--- src/rtl/cmd_encoder.sv ---
// Push-button front end: synchronises and debounces two raw button lines, merges
// near-simultaneous presses into code 11, and emits one command pulse per press.
module cmd_encoder #(
  parameter int DEBOUNCE  = 4,
  parameter int COMBO_WIN = 3
) (
  input  logic       i_clk,
  input  logic       i_rst_n,
  input  logic [1:0] i_btn,
  output logic [1:0] o_cmd,
  output logic       o_cmd_valid,
  output logic       o_busy
);

  localparam int DB_W  = (DEBOUNCE  > 1) ? $clog2(DEBOUNCE)  : 1;
  localparam int WIN_W = (COMBO_WIN > 1) ? $clog2(COMBO_WIN) : 1;
  localparam logic [DB_W-1:0]  DB_MAX  = DB_W'(DEBOUNCE - 1);
  localparam logic [WIN_W-1:0] WIN_MAX = WIN_W'(COMBO_WIN - 1);

  typedef enum logic [1:0] {
    IDLE  = 2'd0,
    ARMED = 2'd1,
    FIRE  = 2'd2,
    HOLD  = 2'd3
  } stateT;

  logic [1:0]       r_sync1;
  logic [1:0]       r_sync2;
  logic [1:0]       w_db;
  stateT            r_state;
  stateT            w_nextState;
  logic [1:0]       r_code;
  logic [1:0]       w_nextCode;
  logic [WIN_W-1:0] r_winCnt;
  logic [WIN_W-1:0] w_nextWinCnt;
  logic [1:0]       w_acc;

  always_ff @(posedge i_clk or negedge i_rst_n) begin
    if (!i_rst_n) begin
      r_sync1 <= 2'b00;
      r_sync2 <= 2'b00;
    end else begin
      r_sync1 <= i_btn;
      r_sync2 <= r_sync1;
    end
  end

  // Each line must disagree with its debounced value for DEBOUNCE consecutive edges to flip it.
  for (genvar gi = 0; gi < 2; gi++) begin : gDebounce
    logic [DB_W-1:0] r_cnt;
    logic            r_dbBit;

    always_ff @(posedge i_clk or negedge i_rst_n) begin
      if (!i_rst_n) begin
        r_cnt   <= '0;
        r_dbBit <= 1'b0;
      end else if (r_sync2[gi] == r_dbBit) begin
        r_cnt <= '0;
      end else if (r_cnt == DB_MAX) begin
        r_dbBit <= r_sync2[gi];
        r_cnt   <= '0;
      end else begin
        r_cnt <= r_cnt + 1'b1;
      end
    end

    assign w_db[gi] = r_dbBit;
  end

  always_ff @(posedge i_clk or negedge i_rst_n) begin
    if (!i_rst_n) begin
      r_state  <= IDLE;
      r_code   <= 2'b00;
      r_winCnt <= '0;
    end else begin
      r_state  <= w_nextState;
      r_code   <= w_nextCode;
      r_winCnt <= w_nextWinCnt;
    end
  end

  assign w_acc = r_code | w_db;

  // ARMED gives a second button COMBO_WIN cycles to join before a single code fires.
  always_comb begin
    w_nextState  = r_state;
    w_nextCode   = r_code;
    w_nextWinCnt = r_winCnt;
    case (r_state)
      IDLE: begin
        if (w_db == 2'b11) begin
          w_nextCode  = 2'b11;
          w_nextState = FIRE;
        end else if (w_db != 2'b00) begin
          w_nextCode   = w_db;
          w_nextWinCnt = '0;
          w_nextState  = ARMED;
        end
      end
      ARMED: begin
        if (w_acc == 2'b11) begin
          w_nextCode  = 2'b11;
          w_nextState = FIRE;
        end else if ((w_db == 2'b00) || (r_winCnt == WIN_MAX)) begin
          w_nextState = FIRE;
        end else begin
          w_nextWinCnt = r_winCnt + 1'b1;
        end
      end
      FIRE: begin
        w_nextState = HOLD;
      end
      HOLD: begin
        if (w_db == 2'b00) begin
          w_nextState = IDLE;
        end
      end
      default: begin
        w_nextState = IDLE;
      end
    endcase
  end

  assign o_cmd       = (r_state == FIRE) ? r_code : 2'b00;
  assign o_cmd_valid = (r_state == FIRE);
  assign o_busy      = (r_state != IDLE);

endmodule

--- config.mk ---
export PLATFORM = sky130hd
export DESIGN_NAME = cmd_encoder
export DESIGN_NICKNAME = d
export VERILOG_FILES = /design/src/rtl/cmd_encoder.sv
export SDC_FILE = /design/constraint.sdc
export NUM_CORES = 1
export LEC_CHECK = 0
export ABC_AREA = 1
export ABC_CLOCK_PERIOD_IN_PS = 2730
export CORE_AREA = 8 8 47 49
export DETAILED_ROUTE_END_ITERATION = 12
export DIE_AREA = 0 0 55 57
export PLACE_DENSITY_LB_ADDON = 0.15
export RECOVER_POWER = 50
export SYNTH_ARGS = -nofsm -noshare
export SYNTH_HDL_FRONTEND = slang
export SYNTH_SLANG_ARGS = --single-unit
--- constraint.sdc ---
create_clock -name i_clk -period 2.73 [get_ports i_clk]
set_clock_uncertainty 0.1 [all_clocks]
set_input_delay 0.273 -clock i_clk [delete_from_list [all_inputs] [get_ports i_clk]]
set_output_delay 0.273 -clock i_clk [all_outputs]
set_load 0.03 [all_outputs]
==> flow_results.org <==
** Yosys
- Synthesized instance count :: between 90 and 100
- Area of the mapped netlist :: between 800 and 900 µm²
- Total number of yosys warnings :: 0
- Synth Net Count :: 105
- In the post-synthesis netlist, the biggest area contributors are sky130_fd_sc_hd__dfrtp_1 (49%), sky130_fd_sc_hd__ha_1 (11%), sky130_fd_sc_hd__nand2_1 (9.1%).
- Synth Area per Inst :: 8.758 µm²
- For this run, the register share of the synthesized area comes to 0.4863.
- Share of the synthesized area in the top cell type :: 0.4863
- Summed over all instances, the cell type with the most area after synthesis is sky130_fd_sc_hd__dfrtp_1.
- Unique cell type count in the Yosys netlist :: 16
- Post-synthesis sequential element count :: 16

** Setup path
- For the worst setup path, the data required time is 2.36 ns.
- The critical path is of the flip-flop to output port type.
- Data arrival time of the critical path :: around 1.8 ns
- Launch point of the critical path :: r_state[0]$_DFFE_PN0P_
- The worst setup path is launched from a flip-flop.
- In this run the worst path has a maximum fanout of 4.
- The startpoint identified for the worst register-to-register timing path is r_state[1]$_DFFE_PN0P_.
- Type of destination of the critical path :: output port

** Floorplanning
- The floorplan step set the die width to approximately 55 µm.
- After floorplanning, the core was sized to cover approximately 1600 µm².
- For this configuration, the core starts out at a cell density of 0.5222.
- During I/O placement, the number of pins put on the boundary was 8.
- Die Y-Extent :: ~57 µm
- Number of standard-cell rows in the floorplan :: 15
- The die covers 3135 µm².

** Power
- Total leakage power :: between 0.0004 and 0.0005 µW
- Pwr/cell area :: ~1200 nW/µm²
- Highest ir drop seen on vdd :: about 0.67 mV

** Cells and area
- NumNets Final :: 117
- Share of post-route cells with drive strength above 1 :: 0.1810
- Fill cells in the final layout number 130.
- Total inserted antenna cells :: 0
- Area growth from synthesis to layout :: 15.50%

** Worst hold path
- In this run the worst hold path is classified as flip-flop to flip-flop.
- The startpoint identified for the worst hold timing path is r_sync1[0]$_DFF_PN0_.

** Routing
- Dividing the detail-routed wire length by the instance count gives between 10 and 15 µm.
- Number of design rule violations left after detail routing :: 0
- Drt first-iter violations :: 11
- Drt total wl :: roughly 1200 µm
- The detailed router placed between 500 and 600 vias in this run.
- In the routed layout, each cell is associated on average with a via count of 4.713.
- The first detailed-routing pass ran for 4 iterations.
- Final ANT Viol Nets :: 0

** Clocking
- CTS HTree Levels :: 1
- Root Buffer :: sky130_fd_sc_hd__clkbuf_4
- Clk slew on worst S/H paths :: roughly 0.09 ns
- Resize count post-CTS :: 0
- Clock Sinks :: 16
- Clock tree from TritonCTS :: built
- The number of hold buffers added after CTS was 0.
- Number of buffers inserted during clock tree synthesis :: 3
- At the later pin of the worst-skew pair, clock insertion delay measures 0.28 ns.
- Maximum clock insertion buffer count :: 2
- Number of buffers inserted to repair setup after CTS :: 0

** STA
- The worst pin sits at a relative slew slack of 0.5361.
- The number of hold-slack violations in the final timing report is 0.
- For the final routed database, the setup TNS stands at 0 ns.
- Setup slack closes at roughly 0.55 ns.
- Setup repair after global routing left no endpoint under its margin.
- The number of max-slew violations in the final report is 0.
- Final setup vio count :: 0
- Final critical-path share of the clock period :: 0.7993
- For the pin with the worst max-slew slack, the measured transition is around 0.69 ns.
- Clock period minus worst slack :: approximately 2.2 ns
- Derived from the worst setup path, the maximum achievable clock frequency is between 400 and 500 MHz.

** Place
- At the placement stage, the worst setup path has a slack of approximately 0.84 ns.
- Port buffering added 7 buffers.
- Once detailed placement completed, the half-perimeter wirelength came to 994.7 µm.
- Placer Congestion :: 0.8821

** Global route
- The initial antenna violation count was 0.
- Largest net degree at the start of global routing :: 17
- GRT Overall Usage :: 0.09068
- Wire length of the first global-routing pass :: approximately 2100 µm
- Global route total overflow :: 0
- The via count of the first global-routing pass came to 532.

** Run status
- The flow ran to the end, and the final reports show no timing, DRC or antenna violations.

** Flow run
- Max_cap viols :: 0
-- metal layers --
layer / share of wire / track usage / up-vias
met5: 0 / 0 / -
met4: 0.011 / 0.06186 / 0
met3: 0.055 / 0.02338 / 2
met2: 0.42 / 0.1199 / 7
met1: 0.51 / 0.1229 / 257
li1: - / - / 309
-- critical path, stage by stage (launching register included) --
cell	delay (ns)
sky130_fd_sc_hd__dfrtp_1	0.42
sky130_fd_sc_hd__inv_1	0.09
sky130_fd_sc_hd__ha_1	0.24
sky130_fd_sc_hd__nand2_1	0.07
sky130_fd_sc_hd__inv_1	0.05
sky130_fd_sc_hd__clkdlybuf4s50_1	0.66
-- layout make-up --
| type | count | area [µm²] | share of cell area |
|---|---|---|---|
| multi-input cells | 63 | 366.6 | 0.3855 |
| well taps | 17 | 21.27 | 0.02237 |
| inverters | 15 | 56.30 | 0.05921 |
| flip-flops and latches | 16 | 400.4 | 0.4211 |
| repair buffers | 7 | 70.07 | 0.07368 |
| clock buffers | 4 | 36.28 | 0.03816 |
-- flip-flops by register name (all words and copies together), names as in the netlist --
signal / count
gDebounce.r_dbBit: 2
r_winCnt: 2
r_sync2: 2
r_state: 2
r_sync1: 2
gDebounce.r_cnt: 4
r_code: 2
-- through the flow --
| stage | cell area [µm²] | power (µW) | cells | hold slack, ns | utilization |
|---|---|---|---|---|---|
| after floorplan | 823.3 | 878.9 | 94 | -0.1226 | - |
| after global placement | 914.6 | 1011 | 118 | 0.2335 | 0.5802 |
| after detailed placement | 914.6 | 1019 | 118 | 0.2381 | 0.5802 |
| after CTS | 950.9 | 1176 | 122 | 0.2585 | 0.6032 |
| after global routing | 950.9 | 1269 | 122 | 0.2651 | 0.6032 |
| final | 950.9 | 1158 | 122 | 0.2571 | 0.6032 |
-- where the power goes --
part	internal [µW]	leakage, µW	switching [µW]
combinational	245	0.000279	376
clock	81.1	0.0000210	67.2
sequential	321	0.000199	67.4
-- synth_stat cells --
| master | count |
|---|---|
| sky130_fd_sc_hd__nand3_2 | 1 |
| sky130_fd_sc_hd__o21ai_0 | 4 |
| sky130_fd_sc_hd__dfrtp_1 | 16 |
| sky130_fd_sc_hd__nor3_1 | 2 |
| sky130_fd_sc_hd__xnor2_1 | 2 |
| sky130_fd_sc_hd__and2_4 | 1 |
| sky130_fd_sc_hd__nor2_4 | 1 |
| sky130_fd_sc_hd__nor2_2 | 3 |
| sky130_fd_sc_hd__inv_2 | 2 |
| sky130_fd_sc_hd__inv_1 | 13 |
| sky130_fd_sc_hd__nand2_1 | 20 |
| sky130_fd_sc_hd__nor2_1 | 9 |
| sky130_fd_sc_hd__o21ai_1 | 2 |
| sky130_fd_sc_hd__ha_1 | 7 |
| sky130_fd_sc_hd__nand2_2 | 7 |
| sky130_fd_sc_hd__nand3_1 | 4 |
-- path summary, 6_finish.rpt --
kind                                                   endpoint  slack, ns  depth (start not counted)
worst max register to register          r_winCnt[0]$_DFFE_PN0P_       1.17                          9
worst min register to register             r_sync2[0]$_DFF_PN0_       0.26                          0
max in group asynchronous       gDebounce[1].r_cnt[1]$_DFF_PN0_       1.72                          1
min in group asynchronous               r_winCnt[1]$_DFFE_PN0P_       0.37                          1
worst max-delay path                                   o_cmd[0]       0.55                          5
worst min-delay path                       r_sync2[0]$_DFF_PN0_       0.26                          0
-- layout by cell type (no fill, tap or decap), drive strengths merged --
cell / netlist / final
xnor2: 2 / 2
dlygate4sd3: 0 / 3
clkdlybuf4s50: 0 / 4
nand2: 27 / 27
nor3: 2 / 2
dfrtp: 16 / 16
clkbuf: 0 / 4
nand3: 5 / 5
o21ai: 6 / 6
ha: 7 / 7
and2: 1 / 1
inv: 15 / 15
nor2: 13 / 13
-- cell families (layout without fill, tap and decap cells) --
logic type | after synthesis | in the layout | share of synthesized area
AND/OR/NAND/NOR | 48 | 48 | 0.2812
XOR/XNOR | 2 | 2 | 0.02128
flip-flops | 16 | 16 | 0.4863
adder cells (fa/ha/maj) | 7 | 7 | 0.1064
AO/OA/AOI/OAI | 6 | 6 | 0.03648
buffers and inverters | 15 | 26 | 0.06840
(Power assumes the default switching activity.)
